## config.mk

```make
export PLATFORM = sky130hd
export DESIGN_NAME = alu_mc
export DESIGN_NICKNAME = d
export VERILOG_FILES = /design/src/rtl/alu_mc.sv
export SDC_FILE = /design/constraint.sdc
export NUM_CORES = 1
export LEC_CHECK = 0
export BUFFER_PORTS_ARGS = -buffer_cell sky130_fd_sc_hd__buf_2
export CAP_MARGIN = 20
export CORE_ASPECT_RATIO = 0.9
export CORE_MARGIN = 5
export CORE_UTILIZATION = 57
export DETAILED_ROUTE_END_ITERATION = 7
export GPL_TIMING_DRIVEN = 1
export HOLD_SLACK_MARGIN = 0.06
export PLACE_DENSITY_LB_ADDON = 0.15
export SLEW_MARGIN = 20
export SYNTH_ARGS = -nofsm -noshare
export SYNTH_HDL_FRONTEND = slang
export SYNTH_SLANG_ARGS = --single-unit
```

## constraint.sdc

```tcl
create_clock -name i_clk -period 4.1 [get_ports i_clk]
set_input_delay 0.615 -clock i_clk [delete_from_list [all_inputs] [get_ports i_clk]]
set_output_delay 0.615 -clock i_clk [all_outputs]
set_load 0.05 [all_outputs]
```

## src/rtl/alu_mc.sv

```systemverilog
// Multi-cycle ALU with a valid/ready handshake on both sides.
// Add/sub/logic/slt finish in one cycle; shifts step one bit per cycle.
module alu_mc #(
   parameter int N = 8
) (
   input  logic         i_clk,
   input  logic         i_rst,
   input  logic         i_valid,
   output logic         o_ready,
   input  logic [N-1:0] i_a,
   input  logic [N-1:0] i_b,
   input  logic [2:0]   i_alu_ctrl,
   output logic         o_valid,
   input  logic         i_ready,
   output logic [N-1:0] o_result,
   output logic         o_carry_out,
   output logic         o_overflow,
   output logic         o_zero,
   output logic         o_negative
);

   localparam int SW = $clog2(N);

   localparam logic [2:0] OP_ADD = 3'b000;
   localparam logic [2:0] OP_SUB = 3'b001;
   localparam logic [2:0] OP_AND = 3'b010;
   localparam logic [2:0] OP_OR  = 3'b011;
   localparam logic [2:0] OP_SLT = 3'b100;
   localparam logic [2:0] OP_SLL = 3'b101;
   localparam logic [2:0] OP_SRL = 3'b110;

   typedef enum logic [1:0] {
      IDLE  = 2'd0,
      SHIFT = 2'd1,
      DONE  = 2'd2
   } state_t;

   state_t        state_reg, state_next;
   logic [SW-1:0] cnt_reg, cnt_next;
   logic [N-1:0]  work_reg, work_next;
   logic [2:0]    op_reg, op_next;
   logic [N-1:0]  result_reg, result_next;
   logic          carry_reg, carry_next;
   logic          ovf_reg, ovf_next;
   logic          zero_reg, zero_next;
   logic          neg_reg, neg_next;

   // Issue-side single-cycle datapath, evaluated on the live inputs at accept.
   logic          is_sub;
   logic          is_shift;
   logic [N-1:0]  b_eff;
   logic [N:0]    sum;
   logic          add_ovf;
   logic          slt_bit;
   logic [SW-1:0] shamt;
   logic [N-1:0]  alu_result;
   logic          alu_carry;
   logic          alu_ovf;

   assign is_sub   = (i_alu_ctrl == OP_SUB) || (i_alu_ctrl == OP_SLT);
   assign is_shift = i_alu_ctrl[2] && (i_alu_ctrl[1:0] != 2'b00);
   assign b_eff    = is_sub ? ~i_b : i_b;
   assign sum      = {1'b0, i_a} + {1'b0, b_eff} + {{N{1'b0}}, is_sub};
   assign add_ovf  = (i_a[N-1] == b_eff[N-1]) && (sum[N-1] != i_a[N-1]);
   assign slt_bit  = sum[N-1] ^ add_ovf;
   assign shamt    = i_b[SW-1:0];

   always_comb begin
      alu_result = i_a;
      alu_carry  = 1'b0;
      alu_ovf    = 1'b0;
      case (i_alu_ctrl)
         OP_ADD, OP_SUB: begin
            alu_result = sum[N-1:0];
            alu_carry  = sum[N];
            alu_ovf    = add_ovf;
         end
         OP_AND: alu_result = i_a & i_b;
         OP_OR:  alu_result = i_a | i_b;
         OP_SLT: begin
            alu_result = {{(N-1){1'b0}}, slt_bit};
            alu_carry  = sum[N];
            alu_ovf    = add_ovf;
         end
         default: ; // zero-amount shift passes operand A through
      endcase
   end

   // One-bit shift network on the working register.
   logic [N-1:0] sll_one;
   logic [N-1:0] srl_one;
   logic [N-1:0] sra_one;
   logic [N-1:0] shift_one;
   logic         shift_out;

   genvar gi;
   generate
      for (gi = 0; gi < N; gi++) begin : g_shift
         if (gi == 0) begin : g_lsb
            assign sll_one[gi] = 1'b0;
         end else begin : g_lsl
            assign sll_one[gi] = work_reg[gi-1];
         end
         if (gi == N-1) begin : g_msb
            assign srl_one[gi] = 1'b0;
            assign sra_one[gi] = work_reg[N-1];
         end else begin : g_lsr
            assign srl_one[gi] = work_reg[gi+1];
            assign sra_one[gi] = work_reg[gi+1];
         end
      end
   endgenerate

   always_comb begin
      shift_one = sra_one;
      shift_out = work_reg[0];
      if (op_reg == OP_SLL) begin
         shift_one = sll_one;
         shift_out = work_reg[N-1];
      end else if (op_reg == OP_SRL) begin
         shift_one = srl_one;
      end
   end

   assign o_ready = (state_reg == IDLE) && !i_rst;

   always_comb begin
      state_next  = state_reg;
      cnt_next    = cnt_reg;
      work_next   = work_reg;
      op_next     = op_reg;
      result_next = result_reg;
      carry_next  = carry_reg;
      ovf_next    = ovf_reg;
      zero_next   = zero_reg;
      neg_next    = neg_reg;
      case (state_reg)
         IDLE: begin
            if (i_valid && o_ready) begin
               if (is_shift && (shamt != '0)) begin
                  work_next  = i_a;
                  cnt_next   = shamt;
                  op_next    = i_alu_ctrl;
                  state_next = SHIFT;
               end else begin
                  result_next = alu_result;
                  carry_next  = alu_carry;
                  ovf_next    = alu_ovf;
                  zero_next   = (alu_result == '0);
                  neg_next    = alu_result[N-1];
                  state_next  = DONE;
               end
            end
         end
         SHIFT: begin
            work_next = shift_one;
            cnt_next  = cnt_reg - SW'(1);
            // Final step: publish the shifted value in the same edge the count hits zero.
            if (cnt_reg == SW'(1)) begin
               result_next = shift_one;
               carry_next  = shift_out;
               ovf_next    = 1'b0;
               zero_next   = (shift_one == '0);
               neg_next    = shift_one[N-1];
               state_next  = DONE;
            end
         end
         DONE: begin
            if (i_ready) begin
               state_next = IDLE;
            end
         end
         default: state_next = IDLE;
      endcase
   end

   always_ff @(posedge i_clk) begin
      if (i_rst) begin
         state_reg  <= IDLE;
         cnt_reg    <= '0;
         work_reg   <= '0;
         op_reg     <= '0;
         result_reg <= '0;
         carry_reg  <= 1'b0;
         ovf_reg    <= 1'b0;
         zero_reg   <= 1'b0;
         neg_reg    <= 1'b0;
      end else begin
         state_reg  <= state_next;
         cnt_reg    <= cnt_next;
         work_reg   <= work_next;
         op_reg     <= op_next;
         result_reg <= result_next;
         carry_reg  <= carry_next;
         ovf_reg    <= ovf_next;
         zero_reg   <= zero_next;
         neg_reg    <= neg_next;
      end
   end

   assign o_valid     = (state_reg == DONE);
   assign o_result    = result_reg;
   assign o_carry_out = carry_reg;
   assign o_overflow  = ovf_reg;
   assign o_zero      = zero_reg;
   assign o_negative  = neg_reg;

endmodule

```

==> impl_metrics.env <==
export IMPL_dr_pass1_iters=6
export IMPL_grt_pass1_wl_mm=10.4
export IMPL_h_tree_depth=1
export IMPL_avgSynthCellArea_um2=7.89
export IMPL_final_cell_mix="36 x buf_2, 31 x nand2_1, 27 x dfxtp_1"
export IMPL_tns_ns=0
export IMPL_async_reset_ff_share_pct=0
export IMPL_fin_skew_ns=0.00972
export IMPL_ys_seq_area_share_pct=23.9
export IMPL_min_from="o_result[4]"
export IMPL_worstSkewPairLatency_ns=0.28
export IMPL_routed_wirelength_mm=6.10
export IMPL_via_per_inst=6.42
export IMPL_cts_sinks=27
export IMPL_fill_cells=343
export IMPL_cts_tree="yes"
export IMPL_cp_start_kind="input port"
export IMPL_grt_pass1_vias=2068
export IMPL_post_cts_buffers=0
export IMPL_cp_slowest_cell="a311oi_2"
export IMPL_power_density_nw_per_um2=305
export IMPL_reg2reg_from="state_reg[0]"
export IMPL_synth_compound_area_share_pct=28.0
export IMPL_cp_end_kind="flop"
export IMPL_post_drt_wl_per_cell_um=17.0
export IMPL_cap_violations=0
export IMPL_critPathMaxStageDelay_ns=0.40
export IMPL_worst_pin_slew_ns=0.977
export IMPL_worstPathCellList="buf_2 -> xnor2_1 -> nor2_1 -> buf_4 -> xor2_1 -> ha_1 -> and3_4 -> a221o_1 -> a311oi_2 -> a41oi_1 -> a211o_1 -> a21oi_2"
export IMPL_portBuffers=36
export IMPL_fmax_mhz=286
export IMPL_yosys_area_share_adder_pct=6.97
export IMPL_leakage_nw=1.04
export IMPL_placed_area_um2=2440
export IMPL_routabilityCongestion=0.929
export IMPL_pin_count=37
export IMPL_synth_area_um2=2260
export IMPL_cts_hold_buf=0
export IMPL_synth_nets=322
export IMPL_clk_pin_slew_worst_paths_ns=0.10
export IMPL_cts_resized=0
export IMPL_setup_viol=0
export IMPL_drive_gt1_share_pct=17.0
export IMPL_dieArea_um2=5330
export IMPL_period_needed_ns=3.50
export IMPL_synth_xor_area_share_pct=4.64
export IMPL_required_ns=4.32
export IMPL_antenna_found_initial=0
export IMPL_yosysUniqueCellTypes=61
export IMPL_vdd_drop_max_mv=0.251
export IMPL_relSlewSlack_pct=34.7
export IMPL_critical_path_peak_fanout=21
export IMPL_final_common_cell="buf_2"
export IMPL_synth_simple_area_share_pct=25.6
export IMPL_ant_nets=0
export IMPL_cts_buffers=3
export IMPL_hold_worst_slack_ns=0.454
export IMPL_ys_flop_type="dfxtp_1"
export IMPL_cts_root_buf="clkbuf_8"
export IMPL_num_vias=2299
export IMPL_synthToLayoutAreaGrowth_pct=10.0
export IMPL_synthCells=287
export IMPL_die_width_um=76.4
export IMPL_drt_iter0_drc=353
export IMPL_die_height_um=69.8
export IMPL_crit_type="in -> reg"
export IMPL_dp_hpwl_mm=4.51
export IMPL_num_rows=21
export IMPL_cp_arrival_ns=3.71
export IMPL_grt_start_max_net_pins=30
export IMPL_antenna_cells=0
export IMPL_fp_coreArea_um2=3780
export IMPL_start_util_pct=59.8
export IMPL_fin_crit_sh_pct=85.2
export IMPL_clockBufferDepth=2
export IMPL_yosysWarningCount=0
export IMPL_finalInstanceArea_um2=2490
export IMPL_drv_slew=0
export IMPL_drc=0
export IMPL_hold_violations=0
export IMPL_status="finished, final reports clean"
export IMPL_rsz0062_at_grt="false"
export IMPL_cp_startpoint="i_alu_ctrl[0]"
export IMPL_synth_edff_count=0
export IMPL_min_path_type="reg -> reg"
export IMPL_final_nets=348
export IMPL_synthMuxAreaShare_pct=5.75
export IMPL_synth_top_family_by_area="compound AO/OA/AOI/OAI gates"
export IMPL_gr_total_overflow=0
export IMPL_globalRouteTotalUtil_pct=22.8
export IMPL_ys_ff_latch=27
==> synthesized netlist by cell type, types with 4 or more instances <==
cell	count	area, um^2
o21ai_0	16	80.1
nand3b_1	5	37.5
mux2i_1	13	130
nand2_1	31	116
dfxtp_1	27	541
nand3_1	6	30.0
clkbuf_1	13	48.8
nor3_1	6	30.0
nor2_1	20	75.1
nor2b_1	4	25.0
xnor2_1	4	35.0
xor2_1	8	70.1
a211oi_1	11	82.6
a21oi_1	17	85.1
buf_2	4	20.0
and3_1	9	56.3
inv_1	8	30.0
nand2b_1	5	31.3
ha_1	11	138
==> per-layer routing <==
layer  vias up  track usage, %  routed length (um)
li1       1119               -                   -
met1      1080            32.4                2800
met2        94            36.1                2830
met3         6            4.94                 426
met4         0            2.91                  44
met5         -               0                   0
==> cell families after synthesis <==
| kind of cell | count (synthesis) |
|---|---|
| buffers and inverters | 27 |
| muxes | 13 |
| xor gates and xnor gates | 12 |
| DFF | 27 |
| adders and majority gates | 12 |
| AOI/OAI and AO/OA | 88 |
| and+or+nand+nor | 108 |
==> report_power, final <==
group	total, W	switching (W)	internal (W)
combinational	0.000309	0.000190	0.000119
clock	0.000152	0.0000842	0.0000682
sequential	0.000297	0.0000164	0.000281
==> final cells by class <==
| cell class | count | area [um^2] | area share (%) |
|---|---|---|---|
| Multi-Input combinational cell | 233 | 1610 | 64.5 |
| Sequential cell | 27 | 541 | 21.7 |
| Timing Repair Buffer | 40 | 210 | 8.44 |
| Tap cell | 46 | 57.6 | 2.31 |
| Clock buffer | 3 | 41.3 | 1.66 |
| Inverter | 8 | 30.0 | 1.21 |
| Clock inverter | 1 | 5.00 | 0.201 |
==> final timing paths <==
kind         slack, ns  depth (start not counted)          end
min reg2reg       0.45                          2  o_result[4]
min               0.45                          2  o_result[4]
max reg2reg       2.00                          5       o_zero
max               0.60                         12  o_result[0]
==> worst max-delay path: cells and delay by family <==
family	cells	cell delay, ns
compound gates	5	1.44
xor+xnor	2	0.50
buf+inv	2	0.40
fa+ha+maj	1	0.39
simple gates	2	0.35
==> stage by stage <==
stage	instances	util [%]	power [W]	setup WS, ns
after floorplan	287	-	0.000533	0.438
after global placement	354	64.6	0.000603	0.432
after detailed placement	354	64.6	0.000607	0.333
after CTS	358	65.8	0.000755	0.620
after global routing	358	65.8	0.000806	0.427
final	358	65.8	0.000759	0.605
(Power assumes the default switching activity.)
